===== src/rtl/adder8_rr_sched.sv =====
// Round-robin scheduler sharing one external 8-bit adder among NREQ requesters,
// chaining carry across multi-beat bursts and returning registered, id-tagged results.
module adder8_rr_sched #(
    parameter int unsigned NREQ = 4,
    parameter int unsigned IDW  = $clog2(NREQ)
) (
    input  logic              clk,
    input  logic              rst,
    input  logic [NREQ-1:0]   req_valid,
    input  logic [NREQ*8-1:0] req_a,
    input  logic [NREQ*8-1:0] req_b,
    input  logic [NREQ-1:0]   req_cin,
    input  logic [NREQ-1:0]   req_last,
    output logic [NREQ-1:0]   req_ready,
    output logic [7:0]        add_a,
    output logic [7:0]        add_b,
    output logic              add_cin,
    input  logic [7:0]        add_sum,
    input  logic              add_cout,
    output logic              rsp_valid,
    input  logic              rsp_ready,
    output logic [IDW-1:0]    rsp_id,
    output logic [7:0]        rsp_sum,
    output logic              rsp_cout,
    output logic              rsp_last
);
    typedef enum logic {IDLE, LOCKED} state_t;

    state_t                   state, state_d;
    logic [IDW-1:0]           ptr, owner, sel, cand;
    logic                     carry_q;
    logic                     have_sel, sel_valid, sel_last;
    logic                     can_accept, accept;
    logic                     rsp_valid_q;
    logic [NREQ-1:0][7:0]     a_v, b_v;

    assign a_v        = req_a;
    assign b_v        = req_b;
    assign can_accept = !rsp_valid_q || rsp_ready;
    assign accept     = sel_valid && can_accept && !rst;
    assign rsp_valid  = rsp_valid_q && !rst;

    // In LOCKED the owner holds the grant even while its valid is low.
    always_comb begin
        sel      = owner;
        have_sel = 1'b0;
        cand     = '0;
        if (state == LOCKED) begin
            have_sel = 1'b1;
        end else begin
            sel = '0;
            for (int unsigned k = 1; k <= NREQ; k++) begin
                cand = IDW'((32'(ptr) + k) % NREQ);
                if (!have_sel && req_valid[cand]) begin
                    have_sel = 1'b1;
                    sel      = cand;
                end
            end
        end
    end

    always_comb begin
        sel_valid = have_sel && req_valid[sel];
        sel_last  = req_last[sel];
        req_ready = '0;
        if (have_sel && !rst) req_ready[sel] = can_accept;
        add_a   = '0;
        add_b   = '0;
        add_cin = 1'b0;
        if (sel_valid) begin
            add_a   = a_v[sel];
            add_b   = b_v[sel];
            add_cin = (state == LOCKED) ? carry_q : req_cin[sel];
        end
    end

    always_comb begin
        state_d = state;
        if (accept) state_d = sel_last ? IDLE : LOCKED;
    end

    always_ff @(posedge clk) begin
        if (rst) begin
            state       <= IDLE;
            ptr         <= IDW'(NREQ - 1);
            owner       <= '0;
            carry_q     <= 1'b0;
            rsp_valid_q <= 1'b0;
            rsp_id      <= '0;
            rsp_sum     <= '0;
            rsp_cout    <= 1'b0;
            rsp_last    <= 1'b0;
        end else begin
            state <= state_d;
            if (accept) begin
                rsp_valid_q <= 1'b1;
                rsp_id      <= sel;
                rsp_sum     <= add_sum;
                rsp_cout    <= add_cout;
                rsp_last    <= sel_last;
                if (sel_last) begin
                    ptr <= sel;
                end else begin
                    carry_q <= add_cout;
                    owner   <= sel;
                end
            end else if (rsp_ready) begin
                rsp_valid_q <= 1'b0;
            end
        end
    end
endmodule


===== config.mk =====
export PLATFORM = sky130hd
export DESIGN_NAME = adder8_rr_sched
export DESIGN_NICKNAME = d
export VERILOG_FILES = /design/src/rtl/adder8_rr_sched.sv
export SDC_FILE = /design/constraint.sdc
export NUM_CORES = 1
export LEC_CHECK = 0
export ABC_AREA = 0
export CELL_PAD_IN_SITES_DETAIL_PLACEMENT = 1
export CELL_PAD_IN_SITES_GLOBAL_PLACEMENT = 2
export CORE_MARGIN = 2
export CORE_UTILIZATION = 19
export DETAILED_ROUTE_END_ITERATION = 10
export PLACE_DENSITY_LB_ADDON = 0.1
export SYNTH_ARGS = -nofsm -noshare
export SYNTH_HDL_FRONTEND = slang
export SYNTH_SLANG_ARGS = --single-unit

===== constraint.sdc =====
create_clock -name clk -period 3.5 [get_ports clk]
set_clock_uncertainty 0.05 [all_clocks]
set_input_delay 0.7 -clock clk [delete_from_list [all_inputs] [get_ports clk]]
set_output_delay 0.7 -clock clk [all_outputs]
set_load 0.03 [all_outputs]

==> results of run 1 <==
## flip-flops by register name, summed over array words and instances, names as in the netlist
signal and flops:
carry_q 1, owner 2, ptr 2, rsp_cout 1, rsp_id 2, rsp_last 1, rsp_sum 8, rsp_valid_q 1
state 1
## layer usage
metal / GRT usage, % / part of all wire, %
met1: 17.96 / 42
met3: 2.837 / 6.4
met4: 0.9484 / 0
met2: 25.05 / 51
met5: 0 / 0
## layout make-up
cell class | count | area (µm²)
clock buffer | 3 | 41.29
clock inverter | 1 | 7.507
fill | 995 | 5415
inverter | 8 | 32.53
timing repair buffer | 151 | 1429
multi-input combinational | 125 | 1280
sequential | 19 | 380.4
tap | 108 | 135.1
## worst paths after layout
| path | endpoint | slack, ns | cells past startpoint |
|---|---|---|---|
| setup / recovery | add_cin | 0.09 | 9 |
| hold / removal | carry_q | 0.44 | 2 |
| setup reg to reg | rsp_last | 1.15 | 11 |
| hold reg to reg | carry_q | 0.44 | 2 |
## kinds of logic (layout without fill, tap and decap cells)
logic type | Yosys count | after routing | share of synthesized area [%]
mux | 33 | 33 | 32.26
simple gates | 63 | 64 | 25.66
compound gates | 28 | 28 | 12.61
flops | 19 | 19 | 22.29
buf+inv | 20 | 163 | 7.184
## stage by stage
stage	hold slack, ns	setup WS [ns]
after global routing	0.4656	-0.01942
after detailed placement	0.4284	-0.5466
after floorplan	0.4001	0.2697
after global placement	0.4240	-0.5570
final	0.4356	0.09462
after CTS	0.4398	0.02529
## timing repair
action,in CTS,in global routing
setup buffers,0,1
endpoints found under the setup margin,19,17
gates cloned,2,0
gates resized for setup,42,11
pin swaps,4,4
## worst reg2reg max path: stages, from the launching register on
cell	delay [ns]
dfxtp_1	0.35
buf_4	0.18
nor3b_2	0.17
a21oi_1	0.07
o211a_4	0.26
o21ai_2	0.21
buf_4	0.14
buf_4	0.09
nor3b_4	0.15
buf_4	0.26
nand2b_1	0.17
o211a_1	0.16
## placed cells by master, fill, tap and decap left out, types with 2 or more instances in the layout
cell | Yosys | final
clkbuf_2 | 0 | 2
mux2i_1 | 15 | 14
nand3b_1 | 2 | 2
a21oi_1 | 9 | 6
clkdlybuf4s15_2 | 0 | 2
nand2b_1 | 5 | 5
nand3_1 | 2 | 2
nor3_1 | 2 | 2
nor2_1 | 18 | 16
inv_1 | 6 | 6
buf_4 | 0 | 41
nor2b_4 | 10 | 10
dfxtp_1 | 19 | 19
nand2_1 | 6 | 6
o311ai_1 | 2 | 2
mux2i_2 | 1 | 2
o21ai_1 | 6 | 6
a21oi_2 | 0 | 3
clkdlybuf4s15_1 | 0 | 2
clkbuf_8 | 0 | 3
clkdlybuf4s50_1 | 0 | 96
buf_2 | 5 | 3
mux4_2 | 16 | 16
buf_12 | 0 | 2
nor2b_1 | 9 | 8
or2b_4 | 1 | 2
## power by group
part	leakage [nW]	switching (mW)	total (mW)	internal [mW]
registers	0.156	0.0521	0.328	0.276
logic	1.15	1.10	2.21	1.11
clock network	0.0217	0.0823	0.163	0.0803
==> results.yml, run 1 <==
worst_setup_path:
  cp.arrival_ns: 2.66
  path_max_fanout: 6
  critPathBufInv: 3
  worst-setup-path-type: "in2out"
  end_kind: "output pin"
  crit_family: "buffers and inverters"
  reg2reg_from: "ptr[1]"
  worstPathCellList: "clkdlybuf4s15_1 -> nand2b_1 -> o221a_4 -> a21oi_4 -> buf_4 -> mux4_1 -> nand2_1 -> a21oi_2 -> buf_4"
  critPathMaxStageDelay_ns: 0.57
  start_kind: "primary input"
  required_ns: 2.75
  crit_path_frequent_cell: "buf_4"
  timing.critical_path.from: "req_valid[2]"
  slowest_stage: "mux4_1"
floorplan:
  coreArea_mm2: 0.008721
  rows: 34
  dieArea_mm2: 0.009757
  die_h_um: 98.78
  start_util_pct: 19.57
  ioPinCount: 122
  die_w_um: 98.78
layout:
  syn_to_final_growth_pct: 93.69
  nNetsFinal: 396
  final_cells: 415
  post-route-util_pct: 37.91
  drive_above_1_share_pct: 34.20
  fin_area_mm2: 0.003306
  n_antenna_cell: 0
logic_synthesis:
  yosys.area.top_type_share_pct: 22.29
  synth_fp_nets: 251
  avgSynthCellArea_um2: 10.47
  synth.area.top_cells: "dfxtp_1, mux4_2, mux2i_1"
  syn_inst: 163
  synth_area_mm2: 0.001707
  yosysMostFrequentCell: "dfxtp_1"
  ys_warn_count: 0
  synth_edf_count: 0
  synth_ff_type: "dfxtp_1"
  synth-seq-cells: 19
  synth_largest_area_cell: "dfxtp_1"
  synth_top_cells_by_count: "dfxtp_1, nor2_1, mux4_2, mux2i_1, nor2b_4"
  seq_area_frac_synth_pct: 22.29
  synth_cell_types: 41
  async_reset_ff_share_pct: 0
sta:
  fmax_ghz: 0.2937
  fin_tns_setup_ns: 0
  maxSlewHeadroom_pct: 76.30
  setup_viol: 0
  finalCriticalPeriod_ns: 3.405
  final-hold-violation-count: 0
  slew_violations: 0
  grt_setup_unrepaired: "true"
  tightest_slew_ns: 0.3487
  min_period_over_period_pct: 97.30
job:
  maxCapViolCount: 0
outcome:
  status: "complete, no violations"
place:
  place.gp.congestion: 0.7945
  dp_hpwl_um: 5734
  port_buffers: 121
  placed_area_mm2: 0.003148
  dp_cells: 408
grt:
  grt_max_degree: 14
  grt_pass1_wl_um: 10890
  grt_use_total_pct: 13.93
  grt_pass1_vias: 1968
  overflow: 0
  antenna_found_initial: 0
pwr:
  powerDensity_mw_per_mm2: 817.4
  p_leak_nw: 1.327
  total_power_mw: 2.702
  peakVddDrop_mv: 0.2310
route:
  wl_um: 6927
  drtIter0Drc: 29
  ant_nets: 0
  vias: 1850
  detail_route.wl_per_cell_um: 16.69
  drc: 0
  vias_per_cell: 4.458
  first_pass_iters: 4
cts:
  htreeDepth: 1
  insertion_delay_ns: 0.26
  cts-root-buf: "clkbuf_8"
  clock_sinks: 19
  clkTransAtPathRegs_ns: 0.08
  holdBufCountCts: 0
  cts_tree: "yes"
  cts_buffers: 3
  cts.path.max_buffers: 2
hold_path:
  min_path_type: "reg2reg"
  min-delay-start: "carry_q"
(Power assumes the default switching activity.)
==> inputs of run 2 (changes only) <==
--- a/config.mk
+++ b/config.mk
@@ -12,6 +12,7 @@
 export CORE_UTILIZATION = 19
 export DETAILED_ROUTE_END_ITERATION = 10
 export PLACE_DENSITY_LB_ADDON = 0.1
+export SLEW_MARGIN = 20
 export SYNTH_ARGS = -nofsm -noshare
 export SYNTH_HDL_FRONTEND = slang
 export SYNTH_SLANG_ARGS = --single-unit
==> results of run 2 <==
Same layout as run 1: the final DEF is identical, and so are final timing and power.
==> inputs of run 3 (changes only) <==
--- a/config.mk
+++ b/config.mk
@@ -11,7 +11,8 @@
 export CORE_MARGIN = 2
 export CORE_UTILIZATION = 19
 export DETAILED_ROUTE_END_ITERATION = 10
-export PLACE_DENSITY_LB_ADDON = 0.1
+export GPL_TIMING_DRIVEN = 0
+export PLACE_DENSITY = 0.93
 export SLEW_MARGIN = 20
 export SYNTH_ARGS = -nofsm -noshare
 export SYNTH_HDL_FRONTEND = slang
==> run 3 against run 2 <==
Worst setup slack improved by 0.089 ns. First-iteration DRC count fell by 10%. Fmax increased by 2.7%. Die area unchanged. Hold slack got worse by 0.0034 ns. Sequential share of layout area up 0.89 points. Core utilization down 2.7 points. Cell count down 4.1%. Routed wire length fell by 4.2%. Count of clock-buffer cells in the layout up 1. Critical path depth up 1. Critical path type unchanged.
==> results.yml, run 3 (synthesis results as in run 1) <==
outcome:
  status: "complete, no violations"
cts:
  cts-root-buf: "clkbuf_8"
  clock_sinks: 19
  insertion_delay_ns: 0.25
  clkTransAtPathRegs_ns: 0.07
  cts_tree: "yes"
  cts_buffers: 3
  cts.path.max_buffers: 2
  htreeDepth: 1
layout:
  largest_reg_flops: 8
  nNetsFinal: 379
  mostFrequentLayoutCell: "clkdlybuf4s50_1"
  layout_common_cells: "clkdlybuf4s50_1, dfxtp_1, buf_2, nor2_1, mux4_2"
  n_antenna_cell: 0
  final.fill_count: 1002
  final_cells: 398
  syn_to_final_growth_pct: 79.84
  top_register: "rsp_sum"
  drive_above_1_share_pct: 28.62
sta:
  grt_setup_unrepaired: "false"
  tightest_slew_ns: 0.4190
  finalCriticalPeriod_ns: 3.316
  min_period_over_period_pct: 94.75
  holdWs_ns: 0.4322
  fin_tns_setup_ns: 0
  setup_viol: 0
  slew_violations: 0
  fmax_ghz: 0.3015
  maxSlewHeadroom_pct: 72.07
  final-hold-violation-count: 0
grt:
  grt_use_total_pct: 13.29
  overflow: 0
  grt_max_degree: 11
  grt_pass1_wl_um: 10430
  grt_pass1_vias: 1955
  antenna_found_initial: 0
place:
  dp_cells: 390
  port_buffers: 119
  place.gp.congestion: 0.7225
  dp_hpwl_um: 5380
route:
  wl_um: 6637
  ant_nets: 0
  vias_per_cell: 4.440
  drtIter0Drc: 26
  detail_route.wl_per_cell_um: 16.68
  drc: 0
  vias: 1767
  first_pass_iters: 4
worst_setup_path:
  path_max_fanout: 10
  worst-setup-path-type: "in2out"
  end_kind: "output pin"
  cp.arrival_ns: 2.57
  required_ns: 2.75
  start_kind: "primary input"
floorplan:
  die_h_um: 98.78
  dieArea_mm2: 0.009757
  die_w_um: 98.78
  start_util_pct: 19.57
  coreArea_mm2: 0.008721
  ioPinCount: 122
  rows: 34
pwr:
  peakVddDrop_mv: 0.3276
  powerDensity_mw_per_mm2: 807.5
  p_leak_nw: 1.237
hold_path:
  min_path_type: "reg2reg"
job:
  maxCapViolCount: 0
==> run 3: cell count changes in the layout (fill, tap and decap cells not counted), moves of 2 or more <==
cell	change
clkdlybuf4s15_1	-2
buf_6	+5
clkdlybuf4s15_2	-2
clkbuf_2	+3
buf_4	-34
clkbuf_1	+3
buf_12	-2
buf_2	+14
==> run 3: final timing paths <==
kind,slack (ns),cells past startpoint,startpoint,endpoint
max,0.18,10,req_valid[3],add_a[1]
min,0.43,2,carry_q,carry_q
max reg2reg,1.11,10,ptr[1],rsp_last
min reg2reg,0.43,2,carry_q,carry_q
==> run 3: final cells by class <==
type	instances	area, µm²	area share, %
Sequential cell	19	380.4	12.39
Clock buffer	4	45.04	1.468
Tap cell	108	135.1	4.403
Buffer	12	103.9	3.384
Multi-Input combinational cell	124	1257	40.97
Inverter	8	30.03	0.9784
Timing Repair Buffer	123	1117	36.40
==> run 3: per-layer routing <==
layer / share of wire, % / global-route usage (%)
met1: 42 / 16.96
met5: 0 / 0
met2: 53 / 23.80
met4: 0.32 / 1.897
met3: 4.6 / 2.482
==> run 3: stage by stage <==
| stage | setup slack [ns] | area [µm²] | total power, mW | utilization (%) |
|---|---|---|---|---|
| detailed placement | -1.018 | 3033 | 2.424 | 34.78 |
| global route | 0.09422 | 3069 | 2.645 | 35.19 |
| floorplan | 0.2697 | 1707 | 1.720 | - |
| finish | 0.1836 | 3069 | 2.478 | 35.19 |
| CTS | 0.005653 | 3072 | 2.514 | 35.22 |
| global placement | -0.9550 | 3033 | 2.389 | 34.78 |
==> run 3: what timing repair did <==
item / CTS / global route
endpoints found under the setup margin: 21 / 20
setup buffers: 4 / 0
pin swaps: 3 / 1
hold buffers: 0 / 0
cloned: 0 / 0
gates resized for setup: 108 / 15
==> run 3: report_power, final <==
group          total (mW)  internal, mW  leakage (nW)  switching, mW
Combinational        2.01         0.910          1.06           1.10
Sequential          0.320         0.276         0.156         0.0440
Clock               0.153        0.0809        0.0228         0.0720
Total                2.48          1.27          1.24           1.21
==> run 3: worst max-delay path, cell delays in order <==
cell	delay, ns
clkbuf_2	0.15
or2_4	0.26
buf_4	0.13
o21ai_0	0.14
o211a_1	0.27
nor2_4	0.08
buf_4	0.20
mux4_2	0.28
nor2b_2	0.17
buf_4	0.17
